$ cat src/rtl/alu_ctrl_pkg.sv
// rtl/alu_ctrl_pkg.sv - ALU control codes, op/funct encodings, hilo_sel codes and sequencer states
package alu_ctrl_pkg;

  // ALU control codes driven to the ALU
  localparam logic [3:0] ALU_AND = 4'b0000;
  localparam logic [3:0] ALU_OR  = 4'b0001;
  localparam logic [3:0] ALU_ADD = 4'b0010;
  localparam logic [3:0] ALU_SLL = 4'b0011;
  localparam logic [3:0] ALU_SRL = 4'b0100;
  localparam logic [3:0] ALU_SUB = 4'b0110;
  localparam logic [3:0] ALU_SLT = 4'b0111;

  // ALU op field from main control
  localparam logic [3:0] OP_ADD   = 4'b0000;
  localparam logic [3:0] OP_SUB   = 4'b0001;
  localparam logic [3:0] OP_RTYPE = 4'b0010;
  localparam logic [3:0] OP_AND   = 4'b0011;
  localparam logic [3:0] OP_SRL   = 4'b0100;
  localparam logic [3:0] OP_OR    = 4'b0101;
  localparam logic [3:0] OP_SLT   = 4'b0110;

  // R-type funct codes
  localparam logic [5:0] F_SLL   = 6'b000000;
  localparam logic [5:0] F_SRL   = 6'b000010;
  localparam logic [5:0] F_SLLV  = 6'b000100;
  localparam logic [5:0] F_SRLV  = 6'b000110;
  localparam logic [5:0] F_MFHI  = 6'b010000;
  localparam logic [5:0] F_MFLO  = 6'b010010;
  localparam logic [5:0] F_MULT  = 6'b011000;
  localparam logic [5:0] F_MULTU = 6'b011001;
  localparam logic [5:0] F_DIV   = 6'b011010;
  localparam logic [5:0] F_DIVU  = 6'b011011;
  localparam logic [5:0] F_ADD   = 6'b100000;
  localparam logic [5:0] F_SUB   = 6'b100010;
  localparam logic [5:0] F_AND   = 6'b100100;
  localparam logic [5:0] F_OR    = 6'b100101;
  localparam logic [5:0] F_SLT   = 6'b101010;

  // Writeback source select
  localparam logic [1:0] HILO_ALU = 2'b00;
  localparam logic [1:0] HILO_HI  = 2'b01;
  localparam logic [1:0] HILO_LO  = 2'b10;

  typedef enum logic [1:0] {
    ST_IDLE = 2'b00,
    ST_MUL  = 2'b01,
    ST_DIV  = 2'b10,
    ST_DONE = 2'b11
  } state_e;

endpackage

$ cat src/rtl/alu_ctrl_decode.sv
// rtl/alu_ctrl_decode.sv - combinational op/funct decode (DIV/DIVU recognised only with ALU_DIV_EN)
module alu_ctrl_decode
  import alu_ctrl_pkg::*;
#(
  parameter int OP_W   = 4,
  parameter int CTRL_W = 4
) (
  input  logic [OP_W-1:0]   op,
  input  logic [5:0]        funct,
  output logic [CTRL_W-1:0] control,
  output logic              shamt_sel,
  output logic [1:0]        hilo_sel,
  output logic              is_mul,
  output logic              is_div,
  output logic              is_signed,
  output logic              is_mfhilo
);

  // Map op/funct to ALU control, shamt source, writeback source and multi-cycle class
  always_comb begin
    control   = '0;
    shamt_sel = 1'b0;
    hilo_sel  = HILO_ALU;
    is_mul    = 1'b0;
    is_div    = 1'b0;
    is_signed = 1'b0;
    is_mfhilo = 1'b0;
    if (op == OP_W'(OP_RTYPE)) begin
      case (funct)
        F_ADD:   control = CTRL_W'(ALU_ADD);
        F_SUB:   control = CTRL_W'(ALU_SUB);
        F_SLL:   begin control = CTRL_W'(ALU_SLL); shamt_sel = 1'b1; end
        F_SRL:   begin control = CTRL_W'(ALU_SRL); shamt_sel = 1'b1; end
        F_SLLV:  control = CTRL_W'(ALU_SLL);
        F_SRLV:  control = CTRL_W'(ALU_SRL);
        F_AND:   control = CTRL_W'(ALU_AND);
        F_OR:    control = CTRL_W'(ALU_OR);
        F_SLT:   control = CTRL_W'(ALU_SLT);
        F_MFHI:  begin hilo_sel = HILO_HI; is_mfhilo = 1'b1; end
        F_MFLO:  begin hilo_sel = HILO_LO; is_mfhilo = 1'b1; end
        F_MULT:  begin is_mul = 1'b1; is_signed = 1'b1; end
        F_MULTU: is_mul = 1'b1;
`ifdef ALU_DIV_EN
        F_DIV:   begin is_div = 1'b1; is_signed = 1'b1; end
        F_DIVU:  is_div = 1'b1;
`endif
        default: ;
      endcase
    end else begin
      case (op)
        OP_W'(OP_ADD): control = CTRL_W'(ALU_ADD);
        OP_W'(OP_SUB): control = CTRL_W'(ALU_SUB);
        OP_W'(OP_AND): control = CTRL_W'(ALU_AND);
        OP_W'(OP_OR):  control = CTRL_W'(ALU_OR);
        OP_W'(OP_SLT): control = CTRL_W'(ALU_SLT);
        OP_W'(OP_SRL): control = CTRL_W'(ALU_SRL);
        default:       ;
      endcase
    end
  end

endmodule

$ cat src/rtl/alu_ctrl_mc.sv
// rtl/alu_ctrl_mc.sv - ALU control decode plus iterative MULT/DIV unit with HI/LO; divider built only when ALU_DIV_EN is defined
module alu_ctrl_mc
  import alu_ctrl_pkg::*;
#(
  parameter int DATA_W = 32,
  parameter int OP_W   = 4,
  parameter int CTRL_W = 4
) (
  input  logic              clk,
  input  logic              rst_n,
  input  logic              in_valid,
  output logic              in_ready,
  input  logic [OP_W-1:0]   op,
  input  logic [5:0]        funct,
  input  logic [DATA_W-1:0] rs_val,
  input  logic [DATA_W-1:0] rt_val,
  output logic [CTRL_W-1:0] control,
  output logic              mux_alu_src_regimm_shamt,
  output logic [1:0]        hilo_sel,
  output logic              stall,
  output logic              hilo_we,
  output logic [DATA_W-1:0] hi_out,
  output logic [DATA_W-1:0] lo_out,
  output logic              div_by_zero
);

  localparam int CNT_W = $clog2(DATA_W) + 1;

  logic dec_is_mul, dec_is_div, dec_is_signed, dec_is_mfhilo;

  alu_ctrl_decode #(.OP_W(OP_W), .CTRL_W(CTRL_W)) u_decode (
    .op        (op),
    .funct     (funct),
    .control   (control),
    .shamt_sel (mux_alu_src_regimm_shamt),
    .hilo_sel  (hilo_sel),
    .is_mul    (dec_is_mul),
    .is_div    (dec_is_div),
    .is_signed (dec_is_signed),
    .is_mfhilo (dec_is_mfhilo)
  );

  state_e state_q, state_d;
  logic [CNT_W-1:0]  cnt_q, cnt_d;
  // acc_hi: partial product high half / partial remainder
  // acc_lo: multiplier shifting out / dividend shifting out, quotient shifting in
  logic [DATA_W-1:0] acc_hi_q, acc_hi_d, acc_lo_q, acc_lo_d;
  logic [DATA_W-1:0] opb_q, opb_d;
  logic [DATA_W-1:0] hi_q, hi_d, lo_q, lo_d;
  logic              neg_q, neg_d;

  logic              accept;
  logic              a_neg, b_neg;
  logic [DATA_W-1:0] a_mag, b_mag;
  logic [DATA_W:0]   mul_sum;
  logic [2*DATA_W-1:0] prod;

`ifdef ALU_DIV_EN
  logic            div_q, div_d;
  logic            dz_q, dz_d;
  logic            neg_rem_q, neg_rem_d;
  logic            dbz_q, dbz_d;
  logic [DATA_W:0] div_trial, div_diff;
`endif

  assign accept = in_valid && (state_q == ST_IDLE) && (dec_is_mul || dec_is_div);
  assign a_neg  = dec_is_signed && rs_val[DATA_W-1];
  assign b_neg  = dec_is_signed && rt_val[DATA_W-1];
  assign a_mag  = a_neg ? (~rs_val + 1'b1) : rs_val;
  assign b_mag  = b_neg ? (~rt_val + 1'b1) : rt_val;
  assign mul_sum = {1'b0, acc_hi_q} + {1'b0, opb_q};
  assign prod    = {acc_hi_q, acc_lo_q};

  // Sequencer state register
  always_ff @(posedge clk) begin
    if (!rst_n) state_q <= ST_IDLE;
    else        state_q <= state_d;
  end

  // Sequencer next state: IDLE -> MUL/DIV -> DONE -> IDLE
  always_comb begin
    state_d = state_q;
    case (state_q)
      ST_IDLE: if (accept) state_d = dec_is_div ? ST_DIV : ST_MUL;
      ST_MUL:  if (cnt_q == CNT_W'(1)) state_d = ST_DONE;
`ifdef ALU_DIV_EN
      ST_DIV:  if (dz_q || (cnt_q == CNT_W'(1))) state_d = ST_DONE;
`endif
      ST_DONE: state_d = ST_IDLE;
      default: state_d = ST_IDLE;
    endcase
  end

  // Handshake, stall and HI/LO write strobe from the current state
  always_comb begin
    in_ready = (state_q == ST_IDLE);
    hilo_we  = (state_q == ST_DONE);
    stall    = accept || (state_q != ST_IDLE) ||
               (in_valid && dec_is_mfhilo && (state_q != ST_IDLE));
  end

  // Datapath next state: operand latch, one bit per cycle, sign-corrected writeback
  always_comb begin
    cnt_d    = cnt_q;
    acc_hi_d = acc_hi_q;
    acc_lo_d = acc_lo_q;
    opb_d    = opb_q;
    neg_d    = neg_q;
    hi_d     = hi_q;
    lo_d     = lo_q;
`ifdef ALU_DIV_EN
    div_d     = div_q;
    dz_d      = dz_q;
    neg_rem_d = neg_rem_q;
    dbz_d     = dbz_q;
    div_trial = {acc_hi_q, acc_lo_q[DATA_W-1]};
    div_diff  = div_trial - {1'b0, opb_q};
`endif
    case (state_q)
      ST_IDLE: begin
        if (accept) begin
          cnt_d    = CNT_W'(DATA_W);
          acc_hi_d = '0;
          acc_lo_d = a_mag;
          opb_d    = b_mag;
          neg_d    = a_neg ^ b_neg;
`ifdef ALU_DIV_EN
          div_d     = dec_is_div;
          neg_rem_d = a_neg;
          dz_d      = 1'b0;
          if (dec_is_div) begin
            dbz_d = 1'b0;
            if (rt_val == '0) begin
              // Hold the raw dividend so it can be returned as HI
              dz_d     = 1'b1;
              acc_hi_d = rs_val;
            end
          end
`endif
        end
      end
      ST_MUL: begin
        cnt_d = cnt_q - 1'b1;
        if (acc_lo_q[0]) {acc_hi_d, acc_lo_d} = {mul_sum, acc_lo_q[DATA_W-1:1]};
        else             {acc_hi_d, acc_lo_d} = {1'b0, acc_hi_q, acc_lo_q[DATA_W-1:1]};
      end
`ifdef ALU_DIV_EN
      ST_DIV: begin
        if (!dz_q) begin
          cnt_d    = cnt_q - 1'b1;
          // Restoring step: keep the subtraction only when it did not borrow
          acc_hi_d = div_diff[DATA_W] ? div_trial[DATA_W-1:0] : div_diff[DATA_W-1:0];
          acc_lo_d = {acc_lo_q[DATA_W-2:0], ~div_diff[DATA_W]};
        end
      end
`endif
      ST_DONE: begin
`ifdef ALU_DIV_EN
        if (div_q) begin
          if (dz_q) begin
            hi_d  = acc_hi_q;
            lo_d  = '1;
            dbz_d = 1'b1;
          end else begin
            lo_d = neg_q ? (~acc_lo_q + 1'b1) : acc_lo_q;
            hi_d = neg_rem_q ? (~acc_hi_q + 1'b1) : acc_hi_q;
          end
        end else
`endif
        {hi_d, lo_d} = neg_q ? (~prod + 1'b1) : prod;
      end
      default: ;
    endcase
  end

  // Datapath registers; reset clears everything and aborts any operation in flight
  always_ff @(posedge clk) begin
    if (!rst_n) begin
      cnt_q    <= '0;
      acc_hi_q <= '0;
      acc_lo_q <= '0;
      opb_q    <= '0;
      neg_q    <= 1'b0;
      hi_q     <= '0;
      lo_q     <= '0;
`ifdef ALU_DIV_EN
      div_q     <= 1'b0;
      dz_q      <= 1'b0;
      neg_rem_q <= 1'b0;
      dbz_q     <= 1'b0;
`endif
    end else begin
      cnt_q    <= cnt_d;
      acc_hi_q <= acc_hi_d;
      acc_lo_q <= acc_lo_d;
      opb_q    <= opb_d;
      neg_q    <= neg_d;
      hi_q     <= hi_d;
      lo_q     <= lo_d;
`ifdef ALU_DIV_EN
      div_q     <= div_d;
      dz_q      <= dz_d;
      neg_rem_q <= neg_rem_d;
      dbz_q     <= dbz_d;
`endif
    end
  end

  assign hi_out = hi_q;
  assign lo_out = lo_q;
`ifdef ALU_DIV_EN
  assign div_by_zero = dbz_q;
`else
  assign div_by_zero = 1'b0;
`endif

endmodule

$ cat config.mk
export PLATFORM = sky130hd
export DESIGN_NAME = alu_ctrl_mc
export DESIGN_NICKNAME = d
export VERILOG_FILES = /design/src/rtl/alu_ctrl_pkg.sv /design/src/rtl/alu_ctrl_decode.sv /design/src/rtl/alu_ctrl_mc.sv
export SDC_FILE = /design/constraint.sdc
export NUM_CORES = 1
export LEC_CHECK = 0
export CAP_MARGIN = 15
export CORE_ASPECT_RATIO = 1.4
export CORE_MARGIN = 2
export CORE_UTILIZATION = 30
export DETAILED_ROUTE_END_ITERATION = 10
export GPL_ROUTABILITY_DRIVEN = 0
export GPL_TIMING_DRIVEN = 0
export SYNTH_ARGS = -nofsm -noshare
export SYNTH_HDL_FRONTEND = slang
export SYNTH_SLANG_ARGS = --single-unit
$ cat constraint.sdc
create_clock -name clk -period 5.9 [get_ports clk]
set_clock_uncertainty 0.15 [all_clocks]
set_input_delay 0.885 -clock clk [delete_from_list [all_inputs] [get_ports clk]]
set_output_delay 0.885 -clock clk [all_outputs]
set_load 0.005 [all_outputs]
## After elaboration in Yosys (flattened, before gate mapping)

Cells that the tools add are included.

- Add/sub/neg operators: 5
- $mul: 0
- Divide/modulo/power cells: 0
- Order comparisons: 0
- Equality and inequality tests: 21
- Shifts and indexed selects: 0
- Muxes and demuxes: 27
- Bitwise logic cells: 4
- Reduce and logical (&&, ||, !) cells: 21

Operators by type and width:

| operator | number |
|---|---|
| 2-to-1 mux 32 bit | 6 |
| one-hot mux 32 bit (2 select lines) | 2 |
| adder 32 x 1 -> 32 bit (second input constant) | 2 |
| adder 64 x 1 -> 64 bit (second input constant) | 1 |
| 2-to-1 mux 64 bit | 1 |
| NOT 32 bit | 2 |
| NOT 64 bit | 1 |
| adder 32 x 32 -> 33 bit | 1 |
| == test 6 x 5 -> 1 bit (second input constant) | 4 |
| == test 6 bit (second input constant) | 4 |
| one-hot mux 3 bit (6 select lines) | 1 |
| one-hot mux 3 bit (5 select lines) | 1 |
| == test 4 x 3 -> 1 bit (second input constant) | 3 |
| == test 6 x 3 -> 1 bit (second input constant) | 2 |
| one-hot mux 6 bit (2 select lines) | 1 |
| OR reduction 2 bit | 5 |
| 2-to-1 mux 1 bit | 8 |
| one-hot mux 2 bit (2 select lines) | 2 |
| == test 6 x 1 -> 1 bit (second input constant) | 1 |
| == test 6 x 2 -> 1 bit (second input constant) | 1 |
| logical AND 1 bit | 6 |
| logical NOT 6 bit | 1 |
| 2-to-1 mux 2 bit | 3 |
| 2-to-1 mux 6 bit | 1 |
| other kinds (14) | 18 |

- Register bits after elaboration: 169
- Bits in latches: 0
- Bits in writable memories: 0
- ROM bits: 0
- Output and inout bits: 75
- Logic and storage cells: 86
- Memories kept: 0

## Depth between registers and ports, before layout

- Depth in word-level cells: 7
- Mapped depth: 11
- Mapped depth without buffers: 10

## Modules after synthesis

A second synthesis with hierarchy kept.

- Cells, all modules: 1359
- Area, all modules: 10661.5 µm²

Modules (own cells, without submodules):

| module | instances | cells each | area an instance (µm²) | sequential area each (µm²) |
|---|---|---|---|---|
| alu_ctrl_mc | 1 | 1322 | 10423.7 | 3383.2 |
| alu_ctrl_decode | 1 | 37 | 237.7 | 0.0 |

## Worst setup path after synthesis

OpenSTA, ideal clock, no wires.

- Path kind: input to output
- Start: in op[0]
- End: out stall
- Arrival: 2085 ps
- Data required time: 4865 ps
- Slack: 2780 ps
- Stages: 5
- Path buffers: 1
- Cell sequence: nor4b_1 -> nand3_1 -> or2_2 -> clkbuf_1 -> nand2_1

- Word-level cells in the longest chain between the ends: 5

RTL lines:

| what | line | RTL |
|---|---|---|
| start: declaration | alu_ctrl_mc.sv:13 | `input logic [OP_W-1:0] op,` |
| == test 4 x 2 -> 1 bit (*) | alu_ctrl_decode.sv:28 | `if (op == OP_W'(OP_RTYPE)) begin` |
| 2-to-1 mux 1 bit | alu_ctrl_decode.sv:28 |  |
| logical AND 1 bit, on equally long branches | alu_ctrl_mc.sv:66, alu_ctrl_mc.sv:99 |  |
| logical OR 1 bit / logical AND 1 bit (equally long branches) | alu_ctrl_mc.sv:98, alu_ctrl_mc.sv:99 |  |
| logical OR 1 bit (*) | alu_ctrl_mc.sv:98 | `stall = accept \|\| (state_q != ST_IDLE) \|\|` |
| end: declaration | alu_ctrl_mc.sv:20 | `output logic stall,` |

Mark *: on every way between the ends. The rest lies on a longest branch, timed or not.

## Final worst setup path

Ends and elaborated chain as after synthesis.

==> impl_results.md <==
- Starting Density: 30.3%
- Outcome: finished clean
- Worst setup EP type: output port
- Per-cell routed wire length: 19.2 µm
- Bufs on Longest Clock Path: 2
- Max_slew headroom: 28.0%
- ANT cells: 0
- Antenna-violating nets left: 0
- Drt total wl: 38100 µm
- Ys Warns: 0
- CP top delay family: simple AND/OR/NAND/NOR gates
- Grt peak-use layer: met2
- Post-CTS sizing: 0
- Tcrit/Tclk final: 79.3%
- Initial antenna violation count: 0
- CTS tree: built
- CP peak stage delay: 0.64 ns
- WHS Endpoint: opb_q[21]
- Port buffer count: 147
- Final Critical Period: 4.68 ns
- Crit-path most repeated cell: clkdlybuf4s50_1
- RSZ-0062 raised after global routing: false
- Placed Instances: 1952
- Final setup viols: 0
- Reg2Reg Capture Point: hi_out[26]
- Tightest Pin Transition: 1.07 ns
- Largest net degree at the start of global routing: 17
- Row cnt: 82
- Post-synth top flop: dfxtp_1
- Met2 usage: 36.0%
- FF-to-FF Start: acc_lo_q[0]
- Die width: 164 µm
- Most frequent cells in the layout: 169 x dfxtp_1, 147 x clkdlybuf4s50_1, 138 x nor2_1
- Sequential-to-total area share from yosys stat: 31.4%
- Fmax: 214 MHz
- DR pass1 iterations: 8
- Cell depth of the worst flop-to-flop path: 11
- Pwr dens: 180 nW/µm²
- Met1 usage: 22.0%
- Max Slew Vio Count: 0
- Layout cells sized above 1: 4.73%
- Vias in the first global route: 10600
- Post-synth top area share: 31.4%
- Aggregate global routing overflow: 0
- Setup CP Type: in2out
- Crit start category: input pin
- Core area: 35600 µm²
- DR vias/cell: 5.56
- # clock sinks: 169
- Die area: 37500 µm²
- Final hold vios: 0
- Post-CTS Hold Buffers: 0
- Hold Path Class: reg2reg
- Ports: 152
- Cell accounting for the most synthesized area: dfxtp_1
- Max-cap violation count: 0
- Worst vdd ir: 0.000194 V
- GRT met3 Usage: 3.47%
- First-pass GRT wire length: 58400 µm
- Worst Path Arrival: 3.64 ns
- Root Driver: clkbuf_16
- Most common cell after layout, fill and taps aside: dfxtp_1
- Synthesized area per cell: 8.04 µm²
- Post-synth EDFFs: 0
- Fraction of registers with async set/reset: 0%
- CP cell instances: clkdlybuf4s50_1 -> nor4b_1 -> nand3_1 -> or2_2 -> clkbuf_1 -> nand2_1 -> clkdlybuf4s50_1
- Non-Filler Instances: 1983
- Post-Syn Instances: 1342
- Hold Path Depth: 2
- Worst path bufs/invs: 3
- Syn-to-layout area delta: 24.4%
- Netlist cell types: 78
- Leakage power: 0.00472 µW
- Slowest-stage cell, CP: nor4b_1
- WP data required: 4.87 ns
- Worst-path clk slew: 0.06 ns
- Mapped Area: 10800 µm²
- Die Y: 228 µm
- Skew-Pair Late Insertion Delay: 0.44 ns
- DRC Markers: 0
- Routed vias: 11000
- Synth Register Bits: 169
- Num CTS Buffers: 17
- Worst-path maximum fanout: 9
- H-Tree Depth: 4
- R2r setup slk: 2.32 ns
- Setup bufs post-CTS: 0
- Drt initial violations: 836
- Setup WS post-layout: 1.22 ns
- Setup WS pre-CTS: 1.01 ns
- Total Routing Usage GR: 20.0%
- Min-Delay Startpoint: opb_q[21]
- Placed wire-length estimate: 30500 µm
- Setup TNS: 0 ns
- Final layout net count: 1624
- Top cells by area, synth: dfxtp_1 31%, xor2_1 8.7%, nor2_1 4.8%
-- layout make-up --
type                    instances  area [µm²]
multi-input cells            1058        6960
inverters                      32         120
clock inverters                13         145
clock buffers                  18         429
flip-flops and latches        169        3380
fillers                      3645       22200
plain buffers                  84         325
repair buffers                147        1470
well taps                     462         578
-- worst max path at each step --
stage / cells after the start / end / startpoint / slack [ns]
2_1_floorplan: 5 / stall / op[0] / 2.78
6_report: 7 / stall / op[0] / 1.22
3_5_place_dp: 9 / acc_lo_q[4] / op[0] / 1.01
3_3_place_gp: 9 / acc_lo_q[29] / op[0] / 1.09
4_1_cts: 7 / stall / op[0] / 1.15
5_1_grt: 7 / stall / op[0] / 0.93
-- where the power goes --
part           internal, µW  switching (µW)  total (µW)  leakage (µW)
logic                  71.4            84.6         156       0.00309
clock network           625             496        1120      0.000267
registers              1140           0.498        1140       0.00136
-- through the flow --
step | cell area (µm²) | power (µW) | hold WS (ns) | utilization [%]
finish | 13400 | 2420 | 0.311 | 37.7
global route | 13400 | 2470 | 0.332 | 37.7
CTS | 13400 | 2430 | 0.317 | 37.7
detailed placement | 12800 | 1320 | 0.301 | 36.1
global placement | 12800 | 1320 | 0.292 | 36.1
floorplan | 10800 | 1220 | 0.270 | -
-- worst reg2reg max path, stage by stage, from the launching register on --
cell and delay, ns:
dfxtp_1 0.30, clkbuf_1 0.60, clkinv_1 0.69, ha_1 0.48, nand2b_1 0.15, nor4_2 0.10, nand3_2 0.18, or2_1 0.12
buf_2 0.18, o21ai_0 0.11, xor2_1 0.21, a211oi_1 0.23
-- layer usage --
layer  share of wire, %  vias to the layer above
li1                   -                     5319
met1                 38                     5182
met2                 51                      418
met3                6.3                       99
met4                5.3                        0
met5                  0                        -
-- flip-flops by register name (all words and copies together), names as in the netlist --
name,cells
acc_hi_q,32
acc_lo_q,32
hi_out,32
lo_out,32
opb_q,32
cnt_q,6
state_q,2
neg_q,1
-- kinds of logic (layout without fill, tap and decap cells) --
family,Yosys count,in the layout,synth area share [%]
AOI/OAI and AO/OA,459,459,29.1
buffers and inverters,116,294,4.13
and+or+nand+nor,418,418,19.4
adders and majority gates,38,38,4.48
muxes,6,6,0.580
DFF,169,169,31.4
other,1,2,0.0348
xor gates and xnor gates,135,135,11.0
-- synth_stat cells, types with 10 or more instances --
library cell and n:
nand2b_1 10, a21oi_1 73, xnor2_1 28, nand4_1 15, a21o_1 18, or4_1 12
inv_1 30, a211oi_1 61, or3_1 22, dfxtp_1 169, o21ai_0 93, nor2b_1 10
nor3_1 25, a22oi_1 43, o22ai_1 34, o41ai_1 13, nand3_1 17, nor4_1 11
nor2_1 138, clkbuf_1 71, or2_2 11, xor2_1 107, o31ai_1 36, ha_1 37
nand2_1 107
Power figures use the tool's default switching activity.
